===== config.mk =====
export PLATFORM = sky130hd
export DESIGN_NAME = quad_encoder_bank
export DESIGN_NICKNAME = d
export VERILOG_FILES = /design/src/rtl/quad_encoder_bank.sv
export SDC_FILE = /design/constraint.sdc
export NUM_CORES = 1
export LEC_CHECK = 0
export BUFFER_PORTS_ARGS = -buffer_cell sky130_fd_sc_hd__buf_2
export CAP_MARGIN = 20
export CORE_MARGIN = 3
export CORE_UTILIZATION = 58
export CTS_CLUSTER_SIZE = 24
export DETAILED_ROUTE_END_ITERATION = 7
export PLACE_DENSITY = 0.83
export SYNTH_ARGS = -nofsm -noshare
export SYNTH_HDL_FRONTEND = slang
export SYNTH_SLANG_ARGS = --single-unit

===== constraint.sdc =====
create_clock -name CLK -period 8.5 [get_ports CLK]
set_input_delay 1.7 -clock CLK [delete_from_list [all_inputs] [get_ports CLK]]
set_output_delay 1.7 -clock CLK [all_outputs]
set_load 0.01 [all_outputs]

===== src/rtl/quad_encoder_bank.sv =====
// quad_encoder_bank: N-channel quadrature encoder front end (sync, glitch filter, decode, snapshot).
// Define INDEX_EN to add per-channel index (Z) inputs that zero the count and set index_seen.
module quad_encoder_bank #(
  parameter int CHANNELS     = 2,
  parameter int COUNT_W      = 32,
  parameter int FILTER_DEPTH = 3
) (
  input  logic                         CLK,
  input  logic                         resetn,
  input  logic [CHANNELS-1:0]          ENC_A,
  input  logic [CHANNELS-1:0]          ENC_B,
`ifdef INDEX_EN
  input  logic [CHANNELS-1:0]          ENC_Z,
  output logic [CHANNELS-1:0]          index_seen,
`endif
  input  logic [CHANNELS-1:0]          enable,
  input  logic [CHANNELS-1:0]          clear,
  input  logic                         latch,
  output logic [CHANNELS*COUNT_W-1:0]  count,
  output logic [CHANNELS*COUNT_W-1:0]  snap,
  output logic                         snap_valid,
  output logic [CHANNELS-1:0]          dir,
  output logic [CHANNELS-1:0]          err
);

`ifdef INDEX_EN
  localparam int NP = 3;
`else
  localparam int NP = 2;
`endif
  localparam int PW = $clog2(FILTER_DEPTH + 3);
  localparam logic [PW-1:0] PrimeAt  = PW'(FILTER_DEPTH + 1);
  localparam logic [PW-1:0] PrimeEnd = PW'(FILTER_DEPTH + 2);

  logic [CHANNELS-1:0][NP-1:0]                   raw;
  logic [CHANNELS-1:0][NP-1:0]                   sync1_q, sync2_q;
  logic [CHANNELS-1:0][NP-1:0][FILTER_DEPTH-1:0] hist_q, hist_d;
  logic [CHANNELS-1:0][NP-1:0]                   filt_q, filt_d;
  logic [PW-1:0]                                 primeCnt_q, primeCnt_d;
  logic                                          primeNow;
  logic [CHANNELS-1:0]                           primed_q, primed_d;
  logic [CHANNELS-1:0][COUNT_W-1:0]              count_q, count_d;
  logic [CHANNELS-1:0][COUNT_W-1:0]              snap_q, snap_d;
  logic                                          snapValid_q, snapValid_d;
  logic [CHANNELS-1:0]                           dir_q, dir_d;
  logic [CHANNELS-1:0]                           err_q, err_d;
`ifdef INDEX_EN
  logic [CHANNELS-1:0]                           index_q, index_d;
`endif

  always_comb begin
    raw = '0;
    for (int c = 0; c < CHANNELS; c++) begin
      raw[c][0] = ENC_A[c];
      raw[c][1] = ENC_B[c];
`ifdef INDEX_EN
      raw[c][2] = ENC_Z[c];
`endif
    end
  end

  // Startup counter: the filtered levels are seeded exactly once, when the window first holds real samples.
  always_comb begin
    primeNow   = (primeCnt_q == PrimeAt);
    primeCnt_d = (primeCnt_q == PrimeEnd) ? primeCnt_q : primeCnt_q + PW'(1);
    primed_d   = primeNow ? '1 : primed_q;
  end

  always_comb begin
    hist_d = hist_q;
    filt_d = filt_q;
    for (int c = 0; c < CHANNELS; c++) begin
      for (int p = 0; p < NP; p++) begin
        hist_d[c][p][0] = sync2_q[c][p];
        for (int j = 1; j < FILTER_DEPTH; j++) begin
          hist_d[c][p][j] = hist_q[c][p][j-1];
        end
        if (!primed_q[c]) begin
          if (primeNow) begin
            filt_d[c][p] = sync2_q[c][p];
          end
        end else if (&hist_q[c][p]) begin
          filt_d[c][p] = 1'b1;
        end else if (~|hist_q[c][p]) begin
          filt_d[c][p] = 1'b0;
        end
      end
    end
  end

  // Gray position {B, A^B} turns the sequence 00->10->11->01 into 0,1,2,3 so a step is a +/-1 difference.
  always_comb begin
    logic [1:0] newIdx;
    logic [1:0] oldIdx;
    logic [1:0] delta;
    newIdx  = '0;
    oldIdx  = '0;
    delta   = '0;
    count_d = count_q;
    dir_d   = dir_q;
    err_d   = err_q;
`ifdef INDEX_EN
    index_d = index_q;
`endif
    for (int c = 0; c < CHANNELS; c++) begin
      newIdx = {filt_d[c][1], filt_d[c][0] ^ filt_d[c][1]};
      oldIdx = {filt_q[c][1], filt_q[c][0] ^ filt_q[c][1]};
      delta  = newIdx - oldIdx;
      if (primed_q[c] && enable[c]) begin
        case (delta)
          2'd1: begin
            count_d[c] = count_q[c] + COUNT_W'(1);
            dir_d[c]   = 1'b1;
          end
          2'd3: begin
            count_d[c] = count_q[c] - COUNT_W'(1);
            dir_d[c]   = 1'b0;
          end
          2'd2: err_d[c] = 1'b1;
          default: ;
        endcase
`ifdef INDEX_EN
        if (filt_d[c][2] && !filt_q[c][2]) begin
          count_d[c] = '0;
          dir_d[c]   = dir_q[c];
          index_d[c] = 1'b1;
        end
`endif
      end
      if (clear[c]) begin
        count_d[c] = '0;
        err_d[c]   = 1'b0;
        dir_d[c]   = dir_q[c];
`ifdef INDEX_EN
        index_d[c] = 1'b0;
`endif
      end
    end
  end

  always_comb begin
    snap_d      = latch ? count_q : snap_q;
    snapValid_d = latch;
  end

  always_ff @(posedge CLK or negedge resetn) begin
    if (!resetn) begin
      sync1_q     <= '0;
      sync2_q     <= '0;
      hist_q      <= '0;
      filt_q      <= '0;
      primeCnt_q  <= '0;
      primed_q    <= '0;
      count_q     <= '0;
      snap_q      <= '0;
      snapValid_q <= 1'b0;
      dir_q       <= '0;
      err_q       <= '0;
`ifdef INDEX_EN
      index_q     <= '0;
`endif
    end else begin
      sync1_q     <= raw;
      sync2_q     <= sync1_q;
      hist_q      <= hist_d;
      filt_q      <= filt_d;
      primeCnt_q  <= primeCnt_d;
      primed_q    <= primed_d;
      count_q     <= count_d;
      snap_q      <= snap_d;
      snapValid_q <= snapValid_d;
      dir_q       <= dir_d;
      err_q       <= err_d;
`ifdef INDEX_EN
      index_q     <= index_d;
`endif
    end
  end

  assign count      = count_q;
  assign snap       = snap_q;
  assign snap_valid = snapValid_q;
  assign dir        = dir_q;
  assign err        = err_q;
`ifdef INDEX_EN
  assign index_seen = index_q;
`endif

endmodule


==> out/results.tsv <==
metric	value	unit
cp_common_cell	xnor2_1	
start_util	0.6059	
yosys_warnings	0	
path_cells	or3b_1 > and3_1 > nor2_1 > xor2_1 > ha_1 > xnor2_1 > a311oi_1 > and2_1 > nor2_2 > buf_4 > xnor2_1 > ha_1 > nand4_1 > or4_1 > nor4_1 > a31oi_2 > or3_1 > a21oi_1 > xnor2_1 > nor2_1	
p_int	1827	µW
gr-usage-all-layers	0.2659	
ys_types	73	
ant_nets	0	
period_share	0.6665	
cts_tree	done	
dieArea	17000	µm²
cpPeakStageDelay	0.62	ns
gp_congestion	0.9638	
synth_seq_cells	161	
synth-edff-count	0	
busiest_layer	met2	
max-slew-margin-rel	0.4164	
worstPathMaxFanout	33	
diodes	0	
final_common_cell	dfrtp_1	
post-cts-setup-buffers	0	
vias_per_cell	6.297	
drt_iter0_markers	896	
layout_setup_ws	2.835	ns
async_reset_ff_frac	1.000	
dieWidth	130.4	µm
pwr-share-clk	0.245	
netSwitchingFraction	0.4160	
wl	22400	µm
cp-end-kind	flop	
final_util	0.6904	
rsz0062_at_grt	no	
p_leak	0.004918	µW
use_met2	0.4019	
antenna_found_initial	0	
hold_viol	0	
drcViolationCount	0	
grt_pass1_wl	36550	µm
pre_cts_slack	2.910	ns
min_path_type	flop to flop	
htree_levels	4	
clkSinkCount	161	
synthFlopType	dfrtp_1	
clock_latency	0.43	ns
final_cell_mix	dfrtp_1 (161), buf_2 (142), nor2_1 (109)	
path_class	flop to flop	
nFillCells	1144	
tns	0	ns
hold_depth	0	
status	finished, final reports clean	
grt_pass1_vias	7183	
ctsRootBufferMaster	clkbuf_16	
p_switching	1302	µW
fmax	176.5	MHz
use_met3	0.04715	
seq_area_frac_synth	0.4490	
r2r_cells	20	
clkSlewWorstSetupHoldPaths	0.07	ns
cts_buffer_depth	2	
critPathSlowestCell	dfrtp_1	
critPathRequiredTime	8.79	ns
syn_area	8972	µm²
regToRegSetupSlack	2.84	ns
finalClockSkew	0.006413	ns
dp_hpwl	15060	µm
routedWlPerCell	18.09	µm
vias	7796	
setup_violations	0	
grtUsageMet1	0.3927	
synthToLayoutAreaGrowth	13.96	%
pin_count	144	
cts_resized	0	
synthCells	951	
rows	44	
nets	1063	
worst_slew_pin_slew	0.8755	ns
grt_overflow	0	
die_h	130.4	µm
ir_worst_vdd	173.9	µV
synth.avg_cell_area	9.435	µm²
cts_made_buffers	17	
powerDensity	306.1	nW/µm²
startpoint_type	flop	
comb_power_share	0.408	
syn-num-nets	973	
postCtsHoldBufs	0	
cp.arrival	5.95	ns
drv_cap	0	
min_period	5.665	ns
io_buffers	143	
grt_max_degree	99	
drive_gt1_frac	0.2571	
core	14810	µm²
dr.pass1.iters	6	
power_frac_seq	0.348	
drv_slew	0	
-- per-layer routing --
layer  share of wire  wire length (µm)  vias to the layer above
met5               0                 0                        -
met4           0.018               402                        0
met2            0.45             10160                      387
li1                -                 -                     3610
met3           0.073              1646                       42
met1            0.46             10190                     3757
-- through the flow --
step / cells / hold WS [ns] / total power [µW] / area (µm²)
after floorplan: 951 / 0.3312 / 1984 / 8972
after global placement: 1206 / 0.3330 / 2305 / 9639
after detailed placement: 1206 / 0.3403 / 2337 / 9639
after CTS: 1238 / 0.3563 / 3112 / 10220
after global routing: 1238 / 0.3589 / 3322 / 10220
final: 1238 / 0.3534 / 3129 / 10220
-- flip-flops by register name, indices dropped and copies added (netlist names) --
| signal | cells |
|---|---|
| primed_q | 1 |
| hist_q | 4 |
| count | 64 |
| snap_valid | 1 |
| hist_d | 12 |
| dir | 2 |
| sync1_q | 4 |
| primeCnt_q | 3 |
| err | 2 |
| filt_q | 4 |
| snap | 64 |
-- worst max-delay path, delay by kind of cell, from the launching register on --
kind	cells	cell delay, ns
AND/OR/NAND/NOR	10	2.74
AO/OA/AOI/OAI	3	0.66
adder cells (fa/ha/maj)	2	0.65
flip-flops	1	0.62
XOR/XNOR	4	0.62
buffers and inverters	1	0.24
-- logic make-up (layout without fill, tap and decap cells) --
logic type      count (synthesis)  in the layout  synth area share
buf+inv                        88            191           0.04142
mux                            75             75           0.09343
simple gates                  407            407            0.2319
fa+ha+maj                      11             11           0.01534
flops                         161            161            0.4490
xor+xnor                       63             63           0.06150
compound gates                146            146            0.1074
-- cell usage after synthesis (4+ instances only) --
cell type,number,area share
clkbuf_1,63,0.026
ha_1,11,0.015
nand2_1,78,0.033
buf_2,9,0.0050
xor2_1,29,0.028
a31oi_1,9,0.0063
a41oi_1,5,0.0049
or4_1,13,0.011
or2_2,4,0.0028
a22oi_1,4,0.0033
nand3_1,34,0.019
xnor2_1,34,0.033
o22ai_1,5,0.0035
buf_4,4,0.0033
nand4_1,25,0.017
dfrtp_1,161,0.45
mux2_2,66,0.083
and2_1,5,0.0035
o21ai_0,33,0.018
nand3b_1,8,0.0067
and3_1,16,0.011
nor3_1,35,0.020
nor4_1,24,0.017
o31ai_1,10,0.0084
or3_1,28,0.020
nor2_1,109,0.046
mux2i_1,8,0.0089
nor4b_1,4,0.0039
inv_1,7,0.0029
a21oi_1,39,0.022
-- power by group through the flow --
| stage | Clock (µW) | Combinational [µW] | Sequential [µW] |
|---|---|---|---|
| 2_1_floorplan | 0 | 930 | 1050 |
| 3_3_place_gp | 0 | 1210 | 1090 |
| 3_5_place_dp | 0 | 1240 | 1100 |
| 4_1_cts | 774 | 1260 | 1080 |
| 5_1_grt | 810 | 1400 | 1110 |
| 6_report | 765 | 1280 | 1090 |
-- cell type report --
| type | instances | area (µm²) | area share |
|---|---|---|---|
| Multi-Input combinational cell | 702 | 4572 | 0.4471 |
| Sequential cell | 161 | 4029 | 0.3940 |
| Timing Repair Buffer | 150 | 774.5 | 0.07575 |
| Clock buffer | 17 | 425.4 | 0.04161 |
| Tap cell | 184 | 230.2 | 0.02252 |
| Clock inverter | 15 | 160.2 | 0.01566 |
| Inverter | 9 | 33.78 | 0.003304 |
-- final timing paths --
kind / startpoint / endpoint
max reg2reg: primed_q[0] / count[54]
min reg2reg: sync1_q[1] / hist_d[3]
min in group asynchronous: resetn / snap[22]
min: sync1_q[1] / hist_d[3]
max in group asynchronous: resetn / count[37]
max: primed_q[0] / count[54]
Power figures use the tool's default switching activity.
